===== src/rtl/parser_lit_arbiter.sv =====
// parser_lit_arbiter
//   Round-robin write arbiter that lets several literal-parser lanes share one
//   literal FIFO. One lane is picked per beat (or held for a whole token when
//   locking is compiled in), the chosen beat passes through a single registered
//   stage into the FIFO write port, and acceptance is throttled by the FIFO's
//   prog_full / full flags.
//
//   Optional feature macro: PARSER_LIT_ARB_LOCK_EN
//     defined   : a lane that starts a multi-beat token keeps the grant until
//                 the beat carrying req_last is accepted.
//     undefined : req_last is ignored and round-robin runs per beat.
module parser_lit_arbiter #(
  parameter int WIDTH = 85,
  parameter int NREQ  = 4
) (
  input  logic                  clk,
  input  logic                  rst_n,
  input  logic [NREQ-1:0]       req_valid,
  input  logic [NREQ-1:0]       req_last,
  input  logic [NREQ*WIDTH-1:0] req_data,
  output logic [NREQ-1:0]       req_ready,
  output logic [NREQ-1:0]       grant,
  output logic [WIDTH-1:0]      fifo_din,
  output logic                  fifo_wr_en,
  input  logic                  fifo_full,
  input  logic                  fifo_prog_full,
  output logic [31:0]           beat_cnt
);

  // Index width for the round-robin pointer; kept at least one bit wide.
  localparam int IW = (NREQ > 1) ? $clog2(NREQ) : 1;

  typedef enum logic {
    ST_ARB  = 1'b0,
    ST_LOCK = 1'b1
  } state_t;

  // Registered state
  state_t           state_r;
  logic [IW-1:0]    last_idx_r;
  logic [WIDTH-1:0] fifo_din_r;
  logic             fifo_wr_en_r;
  logic [31:0]      beat_cnt_r;

  // Combinational arbitration signals
  logic [IW-1:0]    cand_s;
  logic [IW-1:0]    search_idx_s;
  logic             search_hit_s;
  logic [IW-1:0]    gnt_idx_s;
  logic             gnt_vld_s;
  logic [NREQ-1:0]  grant_s;
  logic [NREQ-1:0]  ready_s;
  logic [WIDTH-1:0] gnt_data_s;
  logic             open_s;
  logic             accept_s;

`ifdef PARSER_LIT_ARB_LOCK_EN
  logic             accept_last_s;
`else
  // req_last carries no meaning without token locking.
  logic             unused_last_s;
  assign unused_last_s = ^req_last;
`endif

  // Round-robin search: first valid lane starting just after the last winner.
  always_comb begin
    search_hit_s = 1'b0;
    search_idx_s = '0;
    cand_s       = '0;
    for (int k = 1; k <= NREQ; k++) begin
      cand_s = IW'((int'(last_idx_r) + k) % NREQ);
      if (!search_hit_s && req_valid[cand_s]) begin
        search_hit_s = 1'b1;
        search_idx_s = cand_s;
      end else begin
        search_hit_s = search_hit_s;
        search_idx_s = search_idx_s;
      end
    end
  end

  // Grant source: the search result in ARB, the locked lane in LOCK. The
  // locked lane is always the most recently accepted one, so last_idx_r
  // doubles as the lock pointer and no separate register is needed.
  always_comb begin
    if (state_r == ST_LOCK) begin
      gnt_vld_s = 1'b1;
      gnt_idx_s = last_idx_r;
    end else begin
      gnt_vld_s = search_hit_s;
      gnt_idx_s = search_idx_s;
    end
  end

  // One-hot grant decode and AND-OR data mux of the granted lane.
  always_comb begin
    grant_s    = '0;
    gnt_data_s = '0;
    for (int i = 0; i < NREQ; i++) begin
      grant_s[i] = gnt_vld_s && (gnt_idx_s == IW'(i));
      gnt_data_s = gnt_data_s | (req_data[i*WIDTH +: WIDTH] & {WIDTH{grant_s[i]}});
    end
  end

  // The FIFO is open only while neither prog_full nor the full guard is set;
  // prog_full at 3 of 8 leaves room for the single registered beat in flight.
  assign open_s   = !fifo_prog_full && !fifo_full;
  assign ready_s  = grant_s & {NREQ{open_s}};
  assign accept_s = |(req_valid & ready_s);

`ifdef PARSER_LIT_ARB_LOCK_EN
  assign accept_last_s = |(req_last & grant_s);
`endif

  // Write stage: register the accepted beat, remember the winner, count beats.
  always_ff @(posedge clk or negedge rst_n) begin
    if (!rst_n) begin
      fifo_din_r   <= '0;
      fifo_wr_en_r <= 1'b0;
      beat_cnt_r   <= 32'd0;
      last_idx_r   <= IW'(NREQ - 1);
    end else if (accept_s) begin
      fifo_din_r   <= gnt_data_s;
      fifo_wr_en_r <= 1'b1;
      beat_cnt_r   <= beat_cnt_r + 32'd1;
      last_idx_r   <= gnt_idx_s;
    end else begin
      fifo_wr_en_r <= 1'b0;
    end
  end

  // Arbitration FSM: enter LOCK on a non-last beat, leave on the last beat.
  always_ff @(posedge clk or negedge rst_n) begin
    if (!rst_n) begin
      state_r <= ST_ARB;
    end else begin
`ifdef PARSER_LIT_ARB_LOCK_EN
      case (state_r)
        ST_ARB: begin
          if (accept_s && !accept_last_s) begin
            state_r <= ST_LOCK;
          end else begin
            state_r <= ST_ARB;
          end
        end
        ST_LOCK: begin
          if (accept_s && accept_last_s) begin
            state_r <= ST_ARB;
          end else begin
            state_r <= ST_LOCK;
          end
        end
        default: state_r <= ST_ARB;
      endcase
`else
      state_r <= ST_ARB;
`endif
    end
  end

  assign grant      = grant_s;
  assign req_ready  = ready_s;
  assign fifo_din   = fifo_din_r;
  assign fifo_wr_en = fifo_wr_en_r;
  assign beat_cnt   = beat_cnt_r;

endmodule


===== config.mk =====
export PLATFORM = sky130hd
export DESIGN_NAME = parser_lit_arbiter
export DESIGN_NICKNAME = d
export VERILOG_FILES = /design/src/rtl/parser_lit_arbiter.sv
export SDC_FILE = /design/constraint.sdc
export NUM_CORES = 1
export LEC_CHECK = 0
export ABC_AREA = 1
export CAP_MARGIN = 0
export CORE_AREA = 8 8 180 182
export CTS_CLUSTER_DIAMETER = 200
export CTS_CLUSTER_SIZE = 28
export DETAILED_ROUTE_END_ITERATION = 16
export DIE_AREA = 0 0 188 190
export PLACE_DENSITY = 0.72
export SLEW_MARGIN = 0
export SYNTH_ARGS = -nofsm -noshare
export SYNTH_HDL_FRONTEND = slang
export SYNTH_SLANG_ARGS = --single-unit

===== constraint.sdc =====
create_clock -name clk -period 5.2 [get_ports clk]
set_input_delay 0.78 -clock clk [delete_from_list [all_inputs] [get_ports clk]]
set_output_delay 0.78 -clock clk [all_outputs]
set_load 0.02 [all_outputs]

==> flow_summary.ini <==
[synthesis]
ys_seq_area_frac = 0.371
ys_types = 32
syn-cell-area_um2 = 8100
syn_area_per_cell_um2 = 6.49
syn_inst = 1249
syn_nets = 1602
ys_warn_count = 0
ys_ff_latch = 120

[route]
num_vias = 9864
routed_wl_um = 37500
drtAntennaViolNets = 0
post-route-drc-count = 0
drt-initial-drc-count = 579
vias_per_cell = 4.75
routedWlPerCell_um = 18.0
dr.pass1.iters = 5

[timing]
hold_viol_final = 0
finalSetupTns_ns = 0
slew_headroom = 0.331
max_freq_ghz = 0.259
worst_clock_skew_ns = 0.0139
worst_hold_slack_ns = 0.309
fin_crit_ns = 3.86
finalCritPeriodShare = 0.742
rsz0062_at_grt = false
slew_viol_final = 0
worst_slew_pin_slew_ns = 1.00
setup-violations-final = 0

[clocking]
cts_setup_buffers = 0
clock_sinks = 120
clk_latency_ns = 0.41
cts_resized = 0
cts_root_buf = clkbuf_16
cts_tree = built
htreeDepth = 4
ctsHoldBuffers = 0
cts_buffers = 17
clockBufferDepth = 2
clk_pin_slew_ns = 0.07

[placement]
dp_hpwl_um = 28100
io_buffers = 473
routabilityCongestion = 0.873
detailed_place.area_um2 = 13000
placed_cells = 2043

[power_and_ir_drop]
power_density_nw_per_um2 = 690
power_frac_comb = 0.696
pwr-share-seq = 0.175
power_mw = 9.34
p_clk_frac = 0.130
ir_worst_vdd_v = 0.000499
intPower_mw = 4.23
swShare = 0.547
switchingPower_mw = 5.11
p_leak_nw = 6.43

[floorplan]
coreArea_um2 = 29400
start_util = 0.276
die_w_um = 188
die_h_um = 190
rows = 63
die_area_um2 = 35700
top_level_ports = 478

[run]
cap_violations = 0

[final_layout]
mostFrequentLayoutCells = nand2_1 (610), clkdlybuf4s50_1 (472), nand3_1 (184)
drive_gt1_frac = 0.0374
final_cells = 2075
mostFrequentLayoutCell = nand2_1
nNetsFinal = 2025
syn2layout_area_growth_pct = 67.2
fin_area_um2 = 13500

[critical_path]
arrival_ns = 3.08
required_ns = 4.42
crit_path_top_delay_cell = clkdlybuf4s50_1
cpMostUsedCell = nand2_1
startpoint_type = input port
critical_path.max_stage_delay_ns = 0.63
path_cells = clkdlybuf4s50_1, nand2_1, nand2_1, nand2_2, nand2_1, nor2_2, nand3_1, nand3_4, nand2_1, nor2_1, clkdlybuf4s50_1
cp_max_fo = 22
cp-end-kind = output port
crit_type = input port to output port

[global_routing]
grt_pass1_wl_um = 57700
antenna_found_initial = 1
grt.total_usage = 0.202
overflow = 0
grt_start_max_net_pins = 132
grt_pass1_vias = 10000

[outcome]
status = finished clean

[worst_hold_path]
hold_class = input port to asynchronous set/reset pin
-- power groups by stage --
stage	sequential, mW	clock (mW)	combinational (mW)
floorplan	2.04	0	3.94
global placement	1.62	0	6.45
detailed placement	1.64	0	6.53
CTS	1.63	1.24	6.55
global route	1.68	1.28	7.19
finish	1.63	1.21	6.50
-- cell usage after synthesis --
master	count	area [um^2]
nor3_1	13	65.1
inv_1	41	154
nand2_2	2	12.5
inv_4	2	12.5
ha_1	1	12.5
nor2_2	2	12.5
nor2_1	23	86.3
buf_1	2	7.51
o21ai_0	53	265
xor2_1	22	193
nor4_1	4	25.0
a31oi_1	1	6.26
o211ai_4	1	21.3
inv_2	1	3.75
xnor2_1	6	52.6
buf_6	18	203
nand2_1	611	2290
clkbuf_1	17	63.8
nor2_4	1	11.3
o21ai_1	60	300
buf_4	5	37.5
nand2_4	1	11.3
nand3b_1	1	7.51
nand4_1	9	56.3
a21boi_2	1	11.3
a21oi_1	3	15.0
nand3_1	184	921
dfstp_2	2	52.6
nor2b_1	1	6.26
dfrtp_1	118	2950
nand3_2	3	30.0
buf_2	40	200
-- stage by stage --
step,setup slack [ns],utilization
floorplan,2.17,-
global placement,1.37,0.441
detailed placement,1.33,0.441
CTS,1.33,0.461
global route,1.12,0.461
finish,1.34,0.461
-- state kept, by name (all words and copies together) (netlist names) --
name,cells
beat_cnt,32
fifo_din,85
fifo_wr_en,1
last_idx_r,2
-- critical path: cells and delay by family --
| family | cells | cell delay [ns] |
|---|---|---|
| and+or+nand+nor | 9 | 1.22 |
| buffers and inverters | 2 | 1.08 |
-- worst paths after layout --
path                                from      endpoint  slack [ns]  cells past startpoint
setup / recovery            req_valid[0]  req_ready[3]        1.34                     11
hold / removal                     rst_n  beat_cnt[10]        0.31                      1
setup reg to reg           last_idx_r[0]  fifo_din[57]        1.78                     16
hold reg to reg             fifo_din[22]  fifo_din[22]        0.48                      2
max in group asynchronous          rst_n  fifo_din[20]        3.82                      2
min in group clk            fifo_din[22]  fifo_din[22]        0.48                      2
-- per-layer routing --
metal | vias to the layer above | GRT usage | share of wire
met4 | 0 | 0.0661 | 0.026
met3 | 49 | 0.0643 | 0.086
li1 | 4854 | - | -
met2 | 446 | 0.350 | 0.49
met5 | - | 0 | 0
met1 | 4515 | 0.234 | 0.39
-- logic make-up after synthesis --
| kind of cell | count (synthesis) | share of synthesized area |
|---|---|---|
| flops | 120 | 0.371 |
| fa+ha+maj | 1 | 0.00154 |
| xor+xnor | 28 | 0.0303 |
| buf+inv | 126 | 0.0842 |
| simple gates | 855 | 0.437 |
| compound gates | 119 | 0.0764 |
-- area by class of cell --
type,count,area (um^2)
fillers,2905,15900
repair buffers,486,4850
multi-input cells,1003,4440
clock inverters,13,146
well taps,390,488
flip-flops and latches,120,3010
clock buffers,18,439
inverters,44,170
diodes,1,2.50
(Power assumes the default switching activity.)
